## src/rtl/bus_timer_pkg.sv

```systemverilog
`default_nettype none
// +----------------------------------------------------------------------+
// | bus_timer_pkg : register offsets, bit positions and FSM encoding     |
// | Rev 1.0                                                              |
// +----------------------------------------------------------------------+
package bus_timer_pkg;

    localparam logic [3:0] REG_CTRL    = 4'h0;
    localparam logic [3:0] REG_COUNT   = 4'h4;
    localparam logic [3:0] REG_COMPARE = 4'h8;
    localparam logic [3:0] REG_STATUS  = 4'hC;

    localparam int CTRL_ENABLE      = 0;
    localparam int CTRL_AUTO_RELOAD = 1;
    localparam int CTRL_IRQ_EN      = 2;
    localparam int STATUS_MATCH     = 0;

    localparam logic [0:0] ST_IDLE = 1'b0;
    localparam logic [0:0] ST_RUN  = 1'b1;

    // write_mask is active-low: a 0 in bit n replaces byte n
    function automatic logic [31:0] apply_byte_mask(
        input logic [31:0] cur,
        input logic [31:0] wdata,
        input logic [3:0]  mask_n
    );
        logic [31:0] res;
        res = cur;
        for (int b = 0; b < 4; b++) begin
            if (!mask_n[b]) res[8*b +: 8] = wdata[8*b +: 8];
        end
        return res;
    endfunction

endpackage
`default_nettype wire

```

## src/rtl/bus_timer_if.sv

```systemverilog
`default_nettype none
// +----------------------------------------------------------------------+
// | bus_timer_if : register bus between an initiator and bus_timer       |
// | Rev 1.0                                                              |
// +----------------------------------------------------------------------+
interface bus_timer_if;
    logic [3:0]  address;
    logic [31:0] data_in;
    logic [3:0]  write_mask;
    logic [31:0] data_out;
    logic        bus_enable;
    logic        write_enable;

    modport master (
        output address, data_in, write_mask, bus_enable, write_enable,
        input  data_out
    );

    modport slave (
        input  address, data_in, write_mask, bus_enable, write_enable,
        output data_out
    );
endinterface
`default_nettype wire

```

## src/rtl/bus_timer_prescaler.sv

```systemverilog
`default_nettype none
// +----------------------------------------------------------------------+
// | timer_prescaler : divides raw_clk into a one-cycle tick every        |
// | PRESCALE cycles while enabled; held at phase 0 otherwise. Rev 1.0    |
// +----------------------------------------------------------------------+
module timer_prescaler #(
    parameter int unsigned PRESCALE = 12
) (
    input  logic raw_clk,
    input  logic reset_n,
    input  logic enable,
    output logic tick
);

    localparam logic [15:0] c_last = 16'(PRESCALE - 1);

    logic [15:0] r_phase;

    always_ff @(posedge raw_clk or negedge reset_n) begin
        if (!reset_n) begin
            r_phase <= '0;
        end else if (!enable || (r_phase == c_last)) begin
            r_phase <= '0;
        end else begin
            r_phase <= r_phase + 16'd1;
        end
    end

    assign tick = enable && (r_phase == c_last);

endmodule
`default_nettype wire

```

## src/rtl/bus_timer.sv

```systemverilog
`default_nettype none
// +----------------------------------------------------------------------+
// | bus_timer : memory-mapped 32-bit count/compare timer, level irq.     |
// | Define TIMER_PWM_EN to add a registered pwm_out output.  Rev 1.0     |
// +----------------------------------------------------------------------+
module bus_timer
    import bus_timer_pkg::*;
#(
    parameter int unsigned PRESCALE = 12
) (
    input  logic        raw_clk,
    input  logic        reset_n,
    bus_timer_if.slave  bus,
`ifdef TIMER_PWM_EN
    output logic        pwm_out,
`endif
    output logic        irq
);

    logic [2:0]  r_ctrl;
    logic [31:0] r_count;
    logic [31:0] r_compare;
    logic        r_match;
    logic [0:0]  r_state;
    logic        r_wr_prev;
    logic        r_armed;
    logic [31:0] r_data_out;

    logic [0:0]  w_state_nxt;
    logic [3:0]  w_off;
    logic        w_wr_req, w_commit;
    logic        w_wr_ctrl, w_wr_count, w_wr_compare, w_wr_status;
    logic        w_running, w_pre_en, w_tick, w_count_tick, w_hit, w_stop;
    logic [2:0]  w_ctrl_nxt;
    logic [31:0] w_count_nxt, w_compare_nxt, w_rdata;
    logic        w_match_nxt;
    logic        w_unused;

    assign w_off    = {bus.address[3:2], 2'b00};
    assign w_unused = ^bus.address[1:0];

    // r_armed stays low after reset until bus_enable is seen low, so an
    // access that straddles reset can never commit on release
    assign w_wr_req     = bus.bus_enable & bus.write_enable;
    assign w_commit     = w_wr_req & ~r_wr_prev & r_armed;
    assign w_wr_ctrl    = w_commit && (w_off == REG_CTRL);
    assign w_wr_count   = w_commit && (w_off == REG_COUNT);
    assign w_wr_compare = w_commit && (w_off == REG_COMPARE);
    assign w_wr_status  = w_commit && (w_off == REG_STATUS);

    assign w_pre_en = w_running & r_ctrl[CTRL_ENABLE];

    timer_prescaler #(
        .PRESCALE (PRESCALE)
    ) u_prescaler (
        .raw_clk (raw_clk),
        .reset_n (reset_n),
        .enable  (w_pre_en),
        .tick    (w_tick)
    );

    // a COUNT write in the tick cycle swallows the tick entirely
    assign w_count_tick = w_tick & w_running & ~w_wr_count;
    assign w_hit        = w_count_tick && (r_count == r_compare);
    assign w_stop       = w_hit & ~r_ctrl[CTRL_AUTO_RELOAD];

    always_ff @(posedge raw_clk or negedge reset_n) begin
        if (!reset_n) r_state <= ST_IDLE;
        else          r_state <= w_state_nxt;
    end

    always_comb begin
        w_state_nxt = r_state;
        case (r_state)
            ST_IDLE: if (r_ctrl[CTRL_ENABLE]) w_state_nxt = ST_RUN;
            ST_RUN:  if (!r_ctrl[CTRL_ENABLE] || w_stop) w_state_nxt = ST_IDLE;
            default: w_state_nxt = ST_IDLE;
        endcase
    end

    always_comb begin
        w_running = (r_state == ST_RUN);
    end

    always_comb begin
        w_ctrl_nxt = r_ctrl;
        if (w_wr_ctrl && !bus.write_mask[0]) w_ctrl_nxt = bus.data_in[2:0];
        if (w_stop) w_ctrl_nxt[CTRL_ENABLE] = 1'b0;

        w_count_nxt = r_count;
        if (w_wr_count) begin
            w_count_nxt = apply_byte_mask(r_count, bus.data_in, bus.write_mask);
        end else if (w_count_tick) begin
            if (w_hit) w_count_nxt = r_ctrl[CTRL_AUTO_RELOAD] ? 32'd0 : r_count;
            else       w_count_nxt = r_count + 32'd1;
        end

        w_compare_nxt = r_compare;
        if (w_wr_compare) w_compare_nxt = apply_byte_mask(r_compare, bus.data_in, bus.write_mask);

        // set is applied after clear so a simultaneous match wins
        w_match_nxt = r_match;
        if (w_wr_status && !bus.write_mask[0] && bus.data_in[STATUS_MATCH]) w_match_nxt = 1'b0;
        if (w_hit) w_match_nxt = 1'b1;
    end

    always_comb begin
        w_rdata = '0;
        case (w_off)
            REG_CTRL:    w_rdata[2:0]         = r_ctrl;
            REG_COUNT:   w_rdata              = r_count;
            REG_COMPARE: w_rdata              = r_compare;
            REG_STATUS:  w_rdata[STATUS_MATCH] = r_match;
            default:     w_rdata              = '0;
        endcase
    end

    always_ff @(posedge raw_clk or negedge reset_n) begin
        if (!reset_n) begin
            r_ctrl     <= '0;
            r_count    <= '0;
            r_compare  <= '0;
            r_match    <= 1'b0;
            r_wr_prev  <= 1'b0;
            r_armed    <= 1'b0;
            r_data_out <= '0;
        end else begin
            r_ctrl    <= w_ctrl_nxt;
            r_count   <= w_count_nxt;
            r_compare <= w_compare_nxt;
            r_match   <= w_match_nxt;
            r_wr_prev <= w_wr_req;
            if (!bus.bus_enable) r_armed <= 1'b1;
            if (bus.bus_enable) r_data_out <= w_rdata;
        end
    end

    assign bus.data_out = r_data_out;
    assign irq          = r_match & r_ctrl[CTRL_IRQ_EN];

`ifdef TIMER_PWM_EN
    logic r_pwm;

    // built from next-state values so pwm_out lines up with COUNT
    always_ff @(posedge raw_clk or negedge reset_n) begin
        if (!reset_n) r_pwm <= 1'b0;
        else          r_pwm <= (w_state_nxt == ST_RUN) && (w_count_nxt < w_compare_nxt);
    end

    assign pwm_out = r_pwm;
`endif

endmodule
`default_nettype wire

```

## src/flat_wrapper.sv

```systemverilog
// flat-port wrapper written by rule: the top's interface ports become plain ports
module bus_timer_flat import bus_timer_pkg::*;
#(
    parameter int unsigned PRESCALE = 12
)
  (raw_clk, reset_n, irq, bus_address, bus_data_in, bus_write_mask, bus_bus_enable, bus_write_enable, bus_data_out);
  bus_timer_if bus_i ();
  input  logic raw_clk;
  input  logic reset_n;
  output logic irq;
  input wire logic [$bits(bus_i.address)-1:0] bus_address;
  input wire logic [$bits(bus_i.data_in)-1:0] bus_data_in;
  input wire logic [$bits(bus_i.write_mask)-1:0] bus_write_mask;
  input wire logic [$bits(bus_i.bus_enable)-1:0] bus_bus_enable;
  input wire logic [$bits(bus_i.write_enable)-1:0] bus_write_enable;
  output wire logic [$bits(bus_i.data_out)-1:0] bus_data_out;
  assign bus_i.address = bus_address;
  assign bus_i.data_in = bus_data_in;
  assign bus_i.write_mask = bus_write_mask;
  assign bus_i.bus_enable = bus_bus_enable;
  assign bus_i.write_enable = bus_write_enable;
  assign bus_data_out = bus_i.data_out;
  bus_timer #(.PRESCALE(PRESCALE)) u_core (.raw_clk(raw_clk), .reset_n(reset_n), .bus(bus_i), .irq(irq));
endmodule
```

## config.mk

```make
export PLATFORM = sky130hd
export DESIGN_NAME = bus_timer_flat
export DESIGN_NICKNAME = d
export VERILOG_FILES = /design/src/rtl/bus_timer_pkg.sv /design/src/rtl/bus_timer_if.sv /design/src/rtl/bus_timer_prescaler.sv /design/src/rtl/bus_timer.sv /design/src/flat_wrapper.sv
export SDC_FILE = /design/constraint.sdc
export NUM_CORES = 1
export LEC_CHECK = 0
export ABC_AREA = 1
export CAP_MARGIN = 25
export CORE_MARGIN = 8
export CORE_UTILIZATION = 60
export CTS_CLUSTER_SIZE = 40
export DETAILED_ROUTE_END_ITERATION = 7
export GPL_TIMING_DRIVEN = 0
export HOLD_SLACK_MARGIN = 0.06
export PLACE_DENSITY = 0.89
export RECOVER_POWER = 100
export REMOVE_ABC_BUFFERS = 1
export SLEW_MARGIN = 20
export SYNTH_ARGS = -nofsm -noshare
export SYNTH_HDL_FRONTEND = slang
export SYNTH_HIERARCHICAL = 1
export SYNTH_SLANG_ARGS = --single-unit
```

## constraint.sdc

```tcl
create_clock -name raw_clk -period 3.1 [get_ports raw_clk]
set_clock_uncertainty 0.2 [all_clocks]
set_input_delay 0.31 -clock raw_clk [delete_from_list [all_inputs] [get_ports raw_clk]]
set_output_delay 0.31 -clock raw_clk [all_outputs]
set_load 0.02 [all_outputs]
```

# Yosys cells after proc, flatten, opt, wreduce, memory -nomap -nowiden
# Cells that the tools add are included.
dict set report word_totals {
  register_bits 119
  out_inout_bits 33
}
dict set report op_classes {
  addsub 2
  eq_ne 10
  n_mux 19
  bitwise 16
  n_reduce_logical 26
}
# cell count
set ops {}
lappend ops {{$mux 32} 4}
lappend ops {{$pmux 29 s2} 1}
lappend ops {{$add 32x1->32 const B} 1}
lappend ops {{$eq 32x32->1} 1}
lappend ops {{$mux 8} 4}
lappend ops {{$add 16x1->16 const B} 1}
lappend ops {{$eq 16x4->1 const B} 1}
lappend ops {{$mux 16} 1}
lappend ops {{$reduce_and 3->1} 4}
lappend ops {{$logic_and 1x1->1} 9}
lappend ops {{$and 1x1->1} 8}
lappend ops {{$ne 2x2->1 const B} 4}
lappend ops {{$not 1->1} 8}
lappend ops {{$reduce_and 2->1} 4}
lappend ops {{$mux 1} 6}
lappend ops {{$pmux 2 s3} 1}
lappend ops {{$reduce_bool 2->1} 3}
lappend ops {{$eq 2x2->1 const B} 2}
lappend ops {{$logic_not 4->1} 1}
lappend ops {{$pmux 1 s4} 1}
lappend ops {{$logic_not 1->1} 3}
lappend ops {{$ne 3x1->1 const B} 1}
lappend ops {{$eq 2x1->1 const B} 1}
lappend ops {{$logic_or 1x1->1} 2}
lappend ops {{$pmux 1 s2} 1}

# Depth between registers and ports, before layout
dict set report logic_depth {
  ltp_word 11
  ltp_mapped 15
  depth_no_buf 14
}

# Modules after synthesis
# Netlist, hierarchy kept.
# module n_inst cells_per_inst area_each_um2 seq_area_each_um2
set modules_own_cells {}
lappend modules_own_cells {bus_timer 1 986 6695.2 2577.5}
lappend modules_own_cells {timer_prescaler 1 122 909.6 400.4}

# Worst setup path before layout
# No wires, ideal clock.
dict set report synth_timing {
  kind {reg2reg}
  from {register u_core.u_prescaler.r_phase[0]}
  to {register u_core.r_count[20]}
  setup_time_ns 0.116
  arrival_time_ns 1.812
  required_time_ns 2.784
  path_slack_ns 0.971
  path_stages_with_launch 16
  path_cell_list {dfrtp_1 > ha_1 > nand4_1 > nor2_1 > nand2_2 > nor2_1 > nand2_1 > nor2_1 > nand3_1 > nor2_4 > nand2_4 > buf_6 > nand3_1 > nand2_1 > nand2_1 > nand2_1}
}
dict set report synth_via {
  elab_chain_cells 8
  word_cells_on_any_way 11
  cone_classes {2 x eq/ne; 3 x mux; 2 x bitwise; 4 x reduce/logical}
}
# element line_no
set synth_lines {}
lappend synth_lines {{start, declared} bus_timer_prescaler.sv:17} ;# logic [15:0] r_phase;
lappend synth_lines {{start signal, assigned} bus_timer_prescaler.sv:25} ;# r_phase <= r_phase + 16'd1;
lappend synth_lines {{$eq 16x4->1 (*)} bus_timer_prescaler.sv:29} ;# assign tick = enable && (r_phase == c_last);
lappend synth_lines {{$logic_and 1x1->1 (*)} bus_timer_prescaler.sv:29}
lappend synth_lines {{named net u_core.w_tick} bus_timer.sv:33} ;# logic w_running, w_pre_en, w_tick, w_count_tick, w_hit, w_stop;
lappend synth_lines {{$and 1x1->1 (*) (2 in series)} bus_timer.sv:63} ;# assign w_count_tick = w_tick & w_running & ~w_wr_count;
lappend synth_lines {{$logic_and 1x1->1} bus_timer.sv:64} ;# assign w_hit = w_count_tick && (r_count == r_compare);
lappend synth_lines {{$mux 32} bus_timer.sv:94} ;# if (w_hit) w_count_nxt = r_ctrl[CTRL_AUTO_RELOAD] ? 32'd0 : r_count;
lappend synth_lines {{$mux 32} bus_timer.sv:93} ;# end else if (w_count_tick) begin
lappend synth_lines {{$mux 32} bus_timer.sv:91} ;# if (w_wr_count) begin
lappend synth_lines {{end signal, assigned} bus_timer.sv:129} ;# r_count <= w_count_nxt;
lappend synth_lines {{end, declared} bus_timer.sv:21} ;# logic [31:0] r_count;
# The timed path passes the listed nets; every way through them passes the cells marked *. The select of a mux whose other input is x is not followed.
# A chain may end at the register's enable or synchronous reset.

# Worst setup path in the final report
dict set report layout_timing {
  from {input port bus_address[3]}
  to {register u_core.r_data_out[1], in the netlist u_core/bus.data_out[1]}
}
dict set report layout_via {
  elab_chain_cells 2
  word_cells_on_any_way 4
  cone_classes {2 x eq/ne; 1 x mux; 1 x reduce/logical}
}
# element line_no
set layout_lines {}
lappend layout_lines {{start, declared} flat_wrapper.sv:11} ;# input wire logic [$bits(bus_i.address)-1:0] bus_address;
lappend layout_lines {{$eq 2x2->1, or another cell as far along} bus_timer.sv:109} ;# case (w_off)
lappend layout_lines {{$pmux 2 s3 (*)} bus_timer.sv:109}
lappend layout_lines {{end signal, assigned} bus_timer.sv:134} ;# if (bus.bus_enable) r_data_out <= w_rdata;
lappend layout_lines {{end, declared} bus_timer.sv:27} ;# logic [31:0] r_data_out;
# Mark *: on every way between the ends. The rest lies on a longest branch, timed or not.

==> out/metrics.yaml <==
outcome:
  status: "finished with violations"
  failed_checks: "max-capacitance violations, max-slew violations"
global_routing:
  grt_pass1_wl_um: 35400
  grtUsageTotal_pct: 27.2
  antenna_found_initial: 0
  grt-ovfl-total: 0
  grt_max_degree: 66
  grt_pass1_vias: 7301
logic_synthesis:
  synth_edf_count: 0
  ys_ff_latch: 119
  yosys_warnings: 6
  syn_area_per_cell_um2: 6.86
  synth_top_area_share_pct: 39.2
  yosys-top-cells-area: "dfrtp_1, nand2_1, nor2_1"
  async_reset_ff_share_pct: 100
  synth_cells: 1108
  syn_area_um2: 7600
  synth_top_area_cell: "dfrtp_1"
  yosys-top-cells-count: "nand2_1, dfrtp_1, nor2_1"
  synth_cell_types: 40
  synth.most_common_cell: "nand2_1"
  synthFlopType: "dfrtp_1"
  ys_seq_area_share_pct: 39.2
die:
  die-height_um: 129
  core_um2: 12500
  rows: 41
  pin_count: 77
  dieWidth_um: 129
  initial_utilization_pct: 60.8
  die-area_um2: 16500
critical_path:
  rr_worst_depth: 14
  cp_cell_sequence: "dlygate4sd3_1 -> ha_1 -> clkinv_1 -> o221ai_1 -> a22o_1"
  slowest_delay_ps: 960
  crit_start: "bus_address[3]"
  cp.buffers_inverters: 2
  rrSetupSlack_ps: 440
  cp_max_fo: 26
  start_kind: "primary input"
  cp_num_cells: 5
  cp.arrival_ps: 3140
  r2r-start: "u_core/u_prescaler/r_phase[0]"
  setup.worst_path.class: "in2reg"
  r2r-end: "u_core/r_count[13]"
  crit_family: "buffers and inverters"
  cp-end-kind: "flop"
  slowest_stage: "clkinv_1"
  cp_data_required_time_ps: 3270
  crit_end: "u_core/bus.data_out[1]"
cts:
  cts.sinks: 119
  post_cts_resized: 0
  numCtsBuffers: 17
  cts_tree: "built"
  cts_max_level: 4
  clockBufferDepth: 2
  post-cts-setup-buffers: 0
  clk_pin_slew_ps: 50
  clk_latency_ps: 430
  ctsRootBufferMaster: "clkbuf_16"
place:
  post-place-cells: 1322
  pre_cts_ws_ps: -142
  portBuffers: 74
  dp_hpwl_um: 14700
  gp_congestion: 0.934
drt:
  vias: 7700
  wl_met1_um: 8830
  viasPerCell: 5.68
  top_layer: "met4"
  drt-initial-drc-count: 891
  ant_nets: 0
  wl_um: 21700
  firstDrtPassIters: 7
  drc: 0
  wl_met3_um: 2230
  wl_per_cell_um: 16.0
  wl_met2_um: 9960
min_path:
  holdCritStartpoint: "bus_bus_enable"
  hp-class: "in2reg"
power_and_ir_drop:
  power_per_cell_area_nw_per_um2: 573
  leakage_nw: 4.62
  vdd_drop_max_v: 0.000367
sta:
  rsz0062_at_grt: "false"
  setup_viol: 0
  hold_viol: 0
  slew_violations: 65
  finalCritPeriodShare_pct: 96.1
  max_slew_margin_pct: -11.4
  fmax_mhz: 336
  finalCriticalPeriod_ps: 2980
  timing.final.ws_setup_ps: 121
  worst_slew_pin_slew_ps: 1670
layout:
  post-route-util_pct: 71.6
  fin_cells: 1355
  multi_input_area_um2: 3900
  regArea_um2: 2980
  drive_gt1_share_pct: 7.95
  antenna_cells: 0
  areaGrowthSynthToFinish_pct: 17.8
  fill_cells: 997
  nets: 1220
job:
  cap_violations: 1
## metrics by stage
step                      TNS (ps)  total power, W  instance area (µm²)  hold WS, ps
after floorplan                  0         0.00271                 7400         -186
after global placement     -417820         0.00305                 8360          257
after detailed placement     -1630         0.00312                 8450          145
after CTS                        0         0.00515                 9070          218
after global routing             0         0.00536                 8960          235
final                            0         0.00513                 8960          239
## report_power, final
group / internal [W] / total [W] / switching [W] / leakage, nW
logic: 0.000432 / 0.00113 / 0.000696 / 2.79
clock network: 0.00130 / 0.00201 / 0.000712 / 0.302
registers: 0.00176 / 0.00199 / 0.000228 / 1.52
total: 0.00349 / 0.00513 / 0.00164 / 4.62
## layout make-up
class	count	area share (%)
Multi-Input combinational cell	833	43.5
Sequential cell	119	33.2
Timing Repair Buffer	79	8.97
Clock buffer	24	5.71
Inverter	120	5.11
Tap cell	172	2.40
Clock inverter	8	1.03
## placed cells by master, fill, tap and decap left out, types with 6 or more instances in the layout
cell type	count
xor2_1	28
nor3_1	15
clkbuf_16	17
o21ai_0	13
ha_1	6
clkbuf_8	6
xnor2_1	6
dfrtp_1	119
nand3_2	9
nand4_1	11
nor2_2	14
nor2_1	114
nand2_2	6
o22ai_1	24
inv_2	10
nand2_1	440
clkdlybuf4s50_1	38
nand3_1	90
inv_1	106
dlygate4sd3_1	35
a21oi_1	27
## state kept, by name, indices dropped and copies added, names as in the netlist
name,count
u_core/r_compare,32
u_core/r_count,32
u_core/r_ctrl,3
u_core/r_match,1
u_core/bus.data_out,32
u_core/r_armed,1
u_core/r_wr_prev,1
u_core/u_prescaler/r_phase,16
u_core/r_state,1
## worst min path at each step
stage / endpoint / slack (ps) / cells after the start
6_report: u_core/r_armed / 240 / 2
5_1_grt: u_core/r_armed / 230 / 2
4_1_cts: u_core/r_armed / 220 / 2
3_5_place_dp: u_core/u_prescaler/r_phase[3] / 150 / 1
3_3_place_gp: u_core/r_armed / 260 / 2
2_1_floorplan: u_core/bus.data_out[0] / -190 / 0
## repair_timing
action	4_1_cts	5_1_grt
endpoints found under the setup margin	0	0
hold buffers	1	0
endpoints found under the hold margin	64	0
## kinds of logic after synthesis
logic type | synth area share, %
flops | 39.2
fa+ha+maj | 0.987
xor+xnor | 3.92
simple gates | 41.1
mux | 0.592
buf+inv | 8.69
compound gates | 5.59
## routing by layer
metal	GRT usage [%]	vias up
li1	-	3607
met2	43.1	468
met5	0	-
met4	11.3	0
met3	7.82	77
met1	34.4	3548
No activity file was read; power rests on OpenSTA's default activity.
